**src/rtl/serial_parity_rx.sv**
```systemverilog
// -----------------------------------------------------------------------------
// serial_parity_rx
//
// Serial frame receiver with XOR parity check. This is the decoding end of the
// XOR parity generator. The serial line is sampled only on cycles where the
// external bit strobe is high. One frame is:
//   start (0), DATA_W data bits LSB first, parity bit, stop (1)
// Each completed frame produces a one-cycle valid pulse. The data word and the
// error flags are updated with that pulse and hold until the next one.
//
// Parameters:
//   DATA_W      data bits per frame (1..16)
//   PARITY_ODD  0 = even parity, 1 = odd parity
//
// Ports:
//   clk         system clock, rising edge
//   rst         synchronous active-high reset
//   din         serial line, idles high
//   bit_en      one-cycle sample strobe for din
//   data_out    last received data word
//   valid       one-cycle pulse: frame complete, outputs updated
//   parity_err  last frame failed the parity check
//   frame_err   last frame had a stop bit of 0
//   busy        a frame is in progress
// -----------------------------------------------------------------------------
module serial_parity_rx #(
    parameter int DATA_W     = 8,
    parameter int PARITY_ODD = 0
) (
    input  logic              clk,
    input  logic              rst,
    input  logic              din,
    input  logic              bit_en,
    output logic [DATA_W-1:0] data_out,
    output logic              valid,
    output logic              parity_err,
    output logic              frame_err,
    output logic              busy
);

    // One extra bit so the counter never wraps, even at DATA_W = 16.
    localparam int CNT_W = $clog2(DATA_W) + 1;

    localparam logic [CNT_W-1:0] CNT_LAST = CNT_W'(DATA_W - 1);
    localparam logic             ODD_BIT  = (PARITY_ODD != 0);

    localparam logic [1:0] S_IDLE   = 2'd0;
    localparam logic [1:0] S_DATA   = 2'd1;
    localparam logic [1:0] S_PARITY = 2'd2;
    localparam logic [1:0] S_STOP   = 2'd3;

    logic [1:0]        state_q, state_d;
    logic [CNT_W-1:0]  cnt_q,   cnt_d;
    logic              acc_q,   acc_d;
    logic [DATA_W-1:0] shift_q, shift_d;
    logic              perr_q,  perr_d;
    logic [DATA_W-1:0] data_q,  data_d;
    logic              valid_q, valid_d;
    logic              pe_q,    pe_d;
    logic              fe_q,    fe_d;

    // The error is flagged when the data bits and the received parity bit do
    // not XOR to the selected sense.
    function automatic logic parity_error(input logic acc, input logic pbit);
        return acc ^ pbit ^ ODD_BIT;
    endfunction

    // Next-state logic. Without a strobe, every register holds its value.
    // The one exception is valid, which is a single-cycle pulse.
    always_comb begin
        state_d = state_q;
        cnt_d   = cnt_q;
        acc_d   = acc_q;
        shift_d = shift_q;
        perr_d  = perr_q;
        data_d  = data_q;
        pe_d    = pe_q;
        fe_d    = fe_q;
        valid_d = 1'b0;

        if (bit_en) begin
            case (state_q)
                S_IDLE: begin
                    if (!din) begin
                        state_d = S_DATA;
                        cnt_d   = '0;
                        acc_d   = 1'b0;
                    end
                end
                S_DATA: begin
                    // The position is written directly. This keeps the word
                    // LSB-first without any final bit reversal.
                    for (int i = 0; i < DATA_W; i++) begin
                        if (cnt_q == CNT_W'(i)) begin
                            shift_d[i] = din;
                        end
                    end
                    acc_d = acc_q ^ din;
                    if (cnt_q == CNT_LAST) begin
                        state_d = S_PARITY;
                    end else begin
                        cnt_d = cnt_q + CNT_W'(1);
                    end
                end
                S_PARITY: begin
                    perr_d  = parity_error(acc_q, din);
                    state_d = S_STOP;
                end
                S_STOP: begin
                    // A bad stop bit is only reported. The receiver makes no
                    // attempt to resynchronise; the next low sample is taken
                    // as a start bit.
                    data_d  = shift_q;
                    pe_d    = perr_q;
                    fe_d    = ~din;
                    valid_d = 1'b1;
                    state_d = S_IDLE;
                end
                default: begin
                    state_d = S_IDLE;
                end
            endcase
        end
    end

    always_ff @(posedge clk) begin
        if (rst) begin
            state_q <= S_IDLE;
            cnt_q   <= '0;
            acc_q   <= 1'b0;
            shift_q <= '0;
            perr_q  <= 1'b0;
            data_q  <= '0;
            valid_q <= 1'b0;
            pe_q    <= 1'b0;
            fe_q    <= 1'b0;
        end else begin
            state_q <= state_d;
            cnt_q   <= cnt_d;
            acc_q   <= acc_d;
            shift_q <= shift_d;
            perr_q  <= perr_d;
            data_q  <= data_d;
            valid_q <= valid_d;
            pe_q    <= pe_d;
            fe_q    <= fe_d;
        end
    end

    assign data_out   = data_q;
    assign valid      = valid_q;
    assign parity_err = pe_q;
    assign frame_err  = fe_q;
    assign busy       = (state_q != S_IDLE);

endmodule

```
**config.mk**
```make
export PLATFORM = sky130hd
export DESIGN_NAME = serial_parity_rx
export DESIGN_NICKNAME = d
export VERILOG_FILES = /design/src/rtl/serial_parity_rx.sv
export SDC_FILE = /design/constraint.sdc
export NUM_CORES = 1
export LEC_CHECK = 0
export ABC_CLOCK_PERIOD_IN_PS = 1800
export CAP_MARGIN = 20
export CORE_MARGIN = 4
export CORE_UTILIZATION = 35
export DETAILED_ROUTE_END_ITERATION = 16
export SYNTH_ARGS = -nofsm -noshare
export SYNTH_HDL_FRONTEND = slang
export SYNTH_SLANG_ARGS = --single-unit
```
**constraint.sdc**
```tcl
create_clock -name clk -period 1.8 [get_ports clk]
set_input_delay 0.45 -clock clk [delete_from_list [all_inputs] [get_ports clk]]
set_output_delay 0.45 -clock clk [all_outputs]
set_load 0.01 [all_outputs]
```
# After elaboration in Yosys (flattened, before gate mapping)
# Index checks and enable logic that the tools add are counted.
# op_classes
addsub	1
n_eq_ne	13
muxes	9
bitwise_logic	3
reduce_logical	18
# op_table
op	n
AND reduction 3 bit	10
== test 4 x 3 -> 1 bit (second input constant)	4
== test 4 x 2 -> 1 bit (second input constant)	2
two-way mux 4 bit	2
case mux 2 bit (4 select lines)	1
case mux 4 bit (2 select lines)	1
!= test 2 bit (second input constant)	3
adder 4 x 1 -> 4 bit (second input constant)	1
== test 2 bit (second input constant)	2
== test 4 x 1 -> 1 bit (second input constant)	1
logical NOT 4 bit	1
two-way mux 2 bit	2
AND reduction 2 bit	2
AND reduction 4 bit	1
nonzero test 2 bit	2
== test 2 x 1 -> 1 bit (second input constant)	1
logical NOT 2 bit	1
two-way mux 1 bit	2
inverter 1 bit	2
case mux 1 bit (2 select lines)	1
OR reduction 2 bit	1
bitwise XOR 1 bit	1
# word_totals
reg_bits	27

# Logic depth before layout (Yosys ltp)
# logic_depth
depth_word	3
ltp_mapped	6

# Worst setup path before layout
# OpenSTA, ideal clock, no wires.
# synth_timing
kind	register -> register
start	register state_q[1]
end	register state_q[0]
setup_ns	0.072
arrival_ns	1.418
required_ns	1.728
slack_ns	0.310
stages_incl_launch_ff	6
path_buffers	1
cell_sequence	dfxtp_1 -> inv_1 -> ha_1 -> clkbuf_1 -> a221oi_1 -> mux2i_1
# synth_between
elab_chain_cells	3
word_cells_on_any_way	8
# synth_lines
item	line	text
start, declared	52	logic [1:0] state_q, state_d;
start signal, assigned	138	state_q <= state_d;
== test 2 x 1 -> 1 bit / logical NOT 2 bit (equally long branches)	82	case (state_q)
!= test 2 bit (no source line)	n/a	
AND reduction 3 bit (no source line)	n/a	
# Several ways; a longest one is shown, not always the timed one.
# A chain may end at the register's enable or synchronous reset.

# Final worst setup path
# layout_timing
start	register state_q[0]
end	output port busy
# layout_between
elab_chain_cells	1
# layout_lines
item	line	text
nonzero test 2 bit	154	assign busy = (state_q != S_IDLE);
end, declared	38	output logic busy
# No other way between the ends.

==> summary.md <==
| Metric | Value |
|---|---|
| CP peak stage delay | 0.35 ns |
| Synth Area in Simple Gates | 20.9% |
| VDD IR max | 0.000541 V |
| Fin crit share | 94.2% |
| Status | completed |
| Max cap viols | 0 |
| Reg2reg start | state_q[0]$_SDFFE_PP0P_ |
| Async SR Flop Fraction | 0% |
| Final Core Density | 46.2% |
| Critical path arrival | 1.25 ns |
| Via count | 1,129 |
| Setup-failing EPs final | 0 |
| FP Rows | 21 |
| Fin nets | 187 |
| CP endpoint kind | primary output |
| Worst Hold Class | register to register |
| Full die area | 0.00468 sq mm |
| Crit-path cells | inv_1, ha_1, inv_1, clkdlybuf4s15_1 |
| Leakage | 0.551 nW |
| Hold Path Depth | 2 |
| Gate Count Post-Synth | 150 |
| # IOs | 16 |
| Final Max Slew Viols | 0 |
| FMAX | 590 MHz |
| Slew headroom | 76.5% |
| Power per cell area | 728 mW/mm^2 |
| CP delay by family, top | buffers and inverters |
| Reg2reg end | cnt_q[2]$_SDFFE_PP0P_ |
| Mux cell area share after synthesis | 1.57% |
| Compound-gate portion of the synthesized area | 19.7% |
| Min Tclk post-route | 1.70 ns |
| Hold buffers post-CTS | 0 |
| YS warnings | 0 |
| DP Area | 0.00154 sq mm |
| Gpl congestion | 0.875 |
| CTS Buf Count | 3 |
| Worst slew pin tran | 0.351 ns |
| Die X | 68.4 um |
| Largest net degree at the start of global routing | 30 |
| Final instance area | 0.00159 sq mm |
| Synthesized area | 0.00128 sq mm |
| First-pass detailed-route iteration total | 4 |
| First-pass GRT wire length | 4530 um |
| Area delta synth->final | 24.6% |
| Setup CP Type | register to primary output |
| Top FF cell, synth | dfxtp_1 |
| CTS root buf | clkbuf_8 |
| Layout cells sized above 1 | 9.83% |
| GR Util All Layers | 12.5% |
| CTS max path bufs | 2 |
| Initial DRC Count | 53 |
| Via-to-Cell Ratio | 5.16 |
| Die height | 68.4 um |
| Sequential fraction of the synthesis area | 42.3% |
| CTS tree | done |
| Vias in the first global route | 1,077 |
| Hold path start | shift_q[3]$_SDFFE_PP0P_ |
| XOR/XNOR Fraction of Synth Area | 0.686% |
| Worst Hold End | data_out[3]$_SDFFE_PP0P_ |
| RSZ-0062 raised after global routing | no |
| Flops & latches, synth | 27 |
| Post-synth EDFFs | 0 |
| Initial antenna violation count | 0 |
| Synth Net Count | 163 |
| WP buf/inv | 3 |
| Reg2Reg Depth | 6 |
| Worst Setup SP | state_q[0]$_SDFFE_PP0P_ |
| Required time of the critical path | 1.35 ns |
| Buffers on Ports | 15 |
| Syn Area/Cell | 8.52 sq um |
| Critical path peak fanout | 3 |
| # H-tree levels | 1 |
| Dpl hpwl | 1910 um |
| Crit path top cell by count | inv_1 |
| Worst Setup Start Kind | register |
| Post-Synth Adder-Cell Area | 8.81% |
| Ant diodes | 0 |
| Clock Latency Late Sink | 0.28 ns |
| WL per Instance | 11.7 um |
| Final Skew | 0.00790 ns |
| CTS clk-pin slew, worst paths | 0.10 ns |
| Critical-path top delay cell | dfxtp_1 |
| CORE AREA | 0.00344 sq mm |
| Remaining DRCs | 0 |
| Grt ovf | 0 |
| Drt total wl | 2560 um |
| Initial Utilization | 37.1% |
| Combinational family with the most area after synthesis | simple AND/OR/NAND/NOR gates |
| Cell variety after synth | 33 |
| Reg2reg setup slack | 0.17 ns |
| Final ANT Viol Nets | 0 |
| Clock sink total | 27 |
| Hold Violations, Final | 0 |
==> kinds of logic (layout without fill, tap and decap cells) <==
| group | after synthesis | count (layout) |
|---|---|---|
| mux | 2 | 2 |
| buf+inv | 20 | 43 |
| xor+xnor | 1 | 1 |
| fa+ha+maj | 9 | 9 |
| flops | 27 | 27 |
| compound gates | 41 | 41 |
| simple gates | 50 | 50 |
==> cells in the final DEF, fill, tap and decap left out, drive strengths merged, types with 2 or more instances in the layout <==
master          n
o21ai           8
ha              9
a211oi          2
dfxtp          27
a221oi          4
nor2            2
buf            12
a21oi          19
inv            12
o32ai           2
clkdlybuf4s50  14
clkbuf          3
nand2b          6
nand3           9
nand3b          2
mux2i           2
nand2          21
==> registers in the layout (all words and copies together), names as in the netlist <==
| name | flops |
|---|---|
| data_out | 8 |
| shift_q | 8 |
| cnt_q | 4 |
| state_q | 2 |
| acc_q | 1 |
| frame_err | 1 |
| parity_err | 1 |
| perr_q | 1 |
| valid | 1 |
==> how the worst max path moves through the flow <==
| stage | endpoint | cells after the start |
|---|---|---|
| 2_1_floorplan | state_q[0]$_SDFFE_PP0P_ | 5 |
| 3_3_place_gp | cnt_q[0]$_SDFFE_PP0P_ | 4 |
| 3_5_place_dp | cnt_q[0]$_SDFFE_PP0P_ | 4 |
| 4_1_cts | busy | 4 |
| 5_1_grt | busy | 4 |
| 6_report | busy | 4 |
==> power by group <==
group	switching (mW)	internal [mW]
sequential	0.00694	0.607
clock	0.197	0.157
combinational	0.102	0.0873
total	0.306	0.852
==> synthesized netlist by cell type, types with 2 or more instances <==
master	instances	area share (%)
dfxtp_1	27	42
nand2_1	21	6.2
a21oi_1	19	7.4
inv_1	12	3.5
ha_1	9	8.8
nand3_1	9	3.5
o21ai_0	8	3.1
clkbuf_1	6	1.8
nand2b_1	6	2.9
a221oi_1	4	2.7
a211oi_1	2	1.2
buf_2	2	0.78
mux2i_1	2	1.6
nand3b_1	2	1.2
nor2_1	2	0.59
o32ai_1	2	1.4
==> worst register-to-register path: cells and delay by family (launching register included) <==
kind	cells	cell delay (ns)
buffers and inverters	2	0.24
flip-flops	1	0.35
AO/OA/AOI/OAI	2	0.56
AND/OR/NAND/NOR	1	0.19
adder cells (fa/ha/maj)	1	0.21
==> metrics by stage <==
step	std cells	power, mW	hold WS (ns)	setup WS (ns)	TNS (ns)
after floorplan	150	0.740	0.428	0.310	0
after global placement	215	0.815	0.442	0.00895	0
after detailed placement	215	0.820	0.449	-0.00285	-0.00285
after CTS	219	1.17	0.463	0.0673	0
after global routing	219	1.23	0.482	0.00182	0
final	219	1.16	0.459	0.105	0
==> layout make-up <==
cell class / instances / area, sq um
Tap cell: 46 / 57.6
Inverter: 12 / 45.0
Multi-Input combinational cell: 103 / 659
Sequential cell: 27 / 541
Clock inverter: 1 / 7.51
Timing Repair Buffer: 27 / 240
Fill cell: 346 / 1850
Clock buffer: 3 / 41.3
==> layer usage <==
layer	track usage (%)	vias to the layer above	wire length (um)
li1	-	571	-
met3	3.94	2	134
met2	20.4	26	1150
met1	16.3	530	1280
met4	2.23	0	4
met5	0	-	0
==> what timing repair did <==
| action | in CTS | in global routing |
|---|---|---|
| endpoints found under the setup margin | 1 | 1 |
| resized for setup | 1 | 1 |
| buffers inserted | 0 | 0 |
| pin swaps | 0 | 0 |
(Power assumes the default switching activity.)
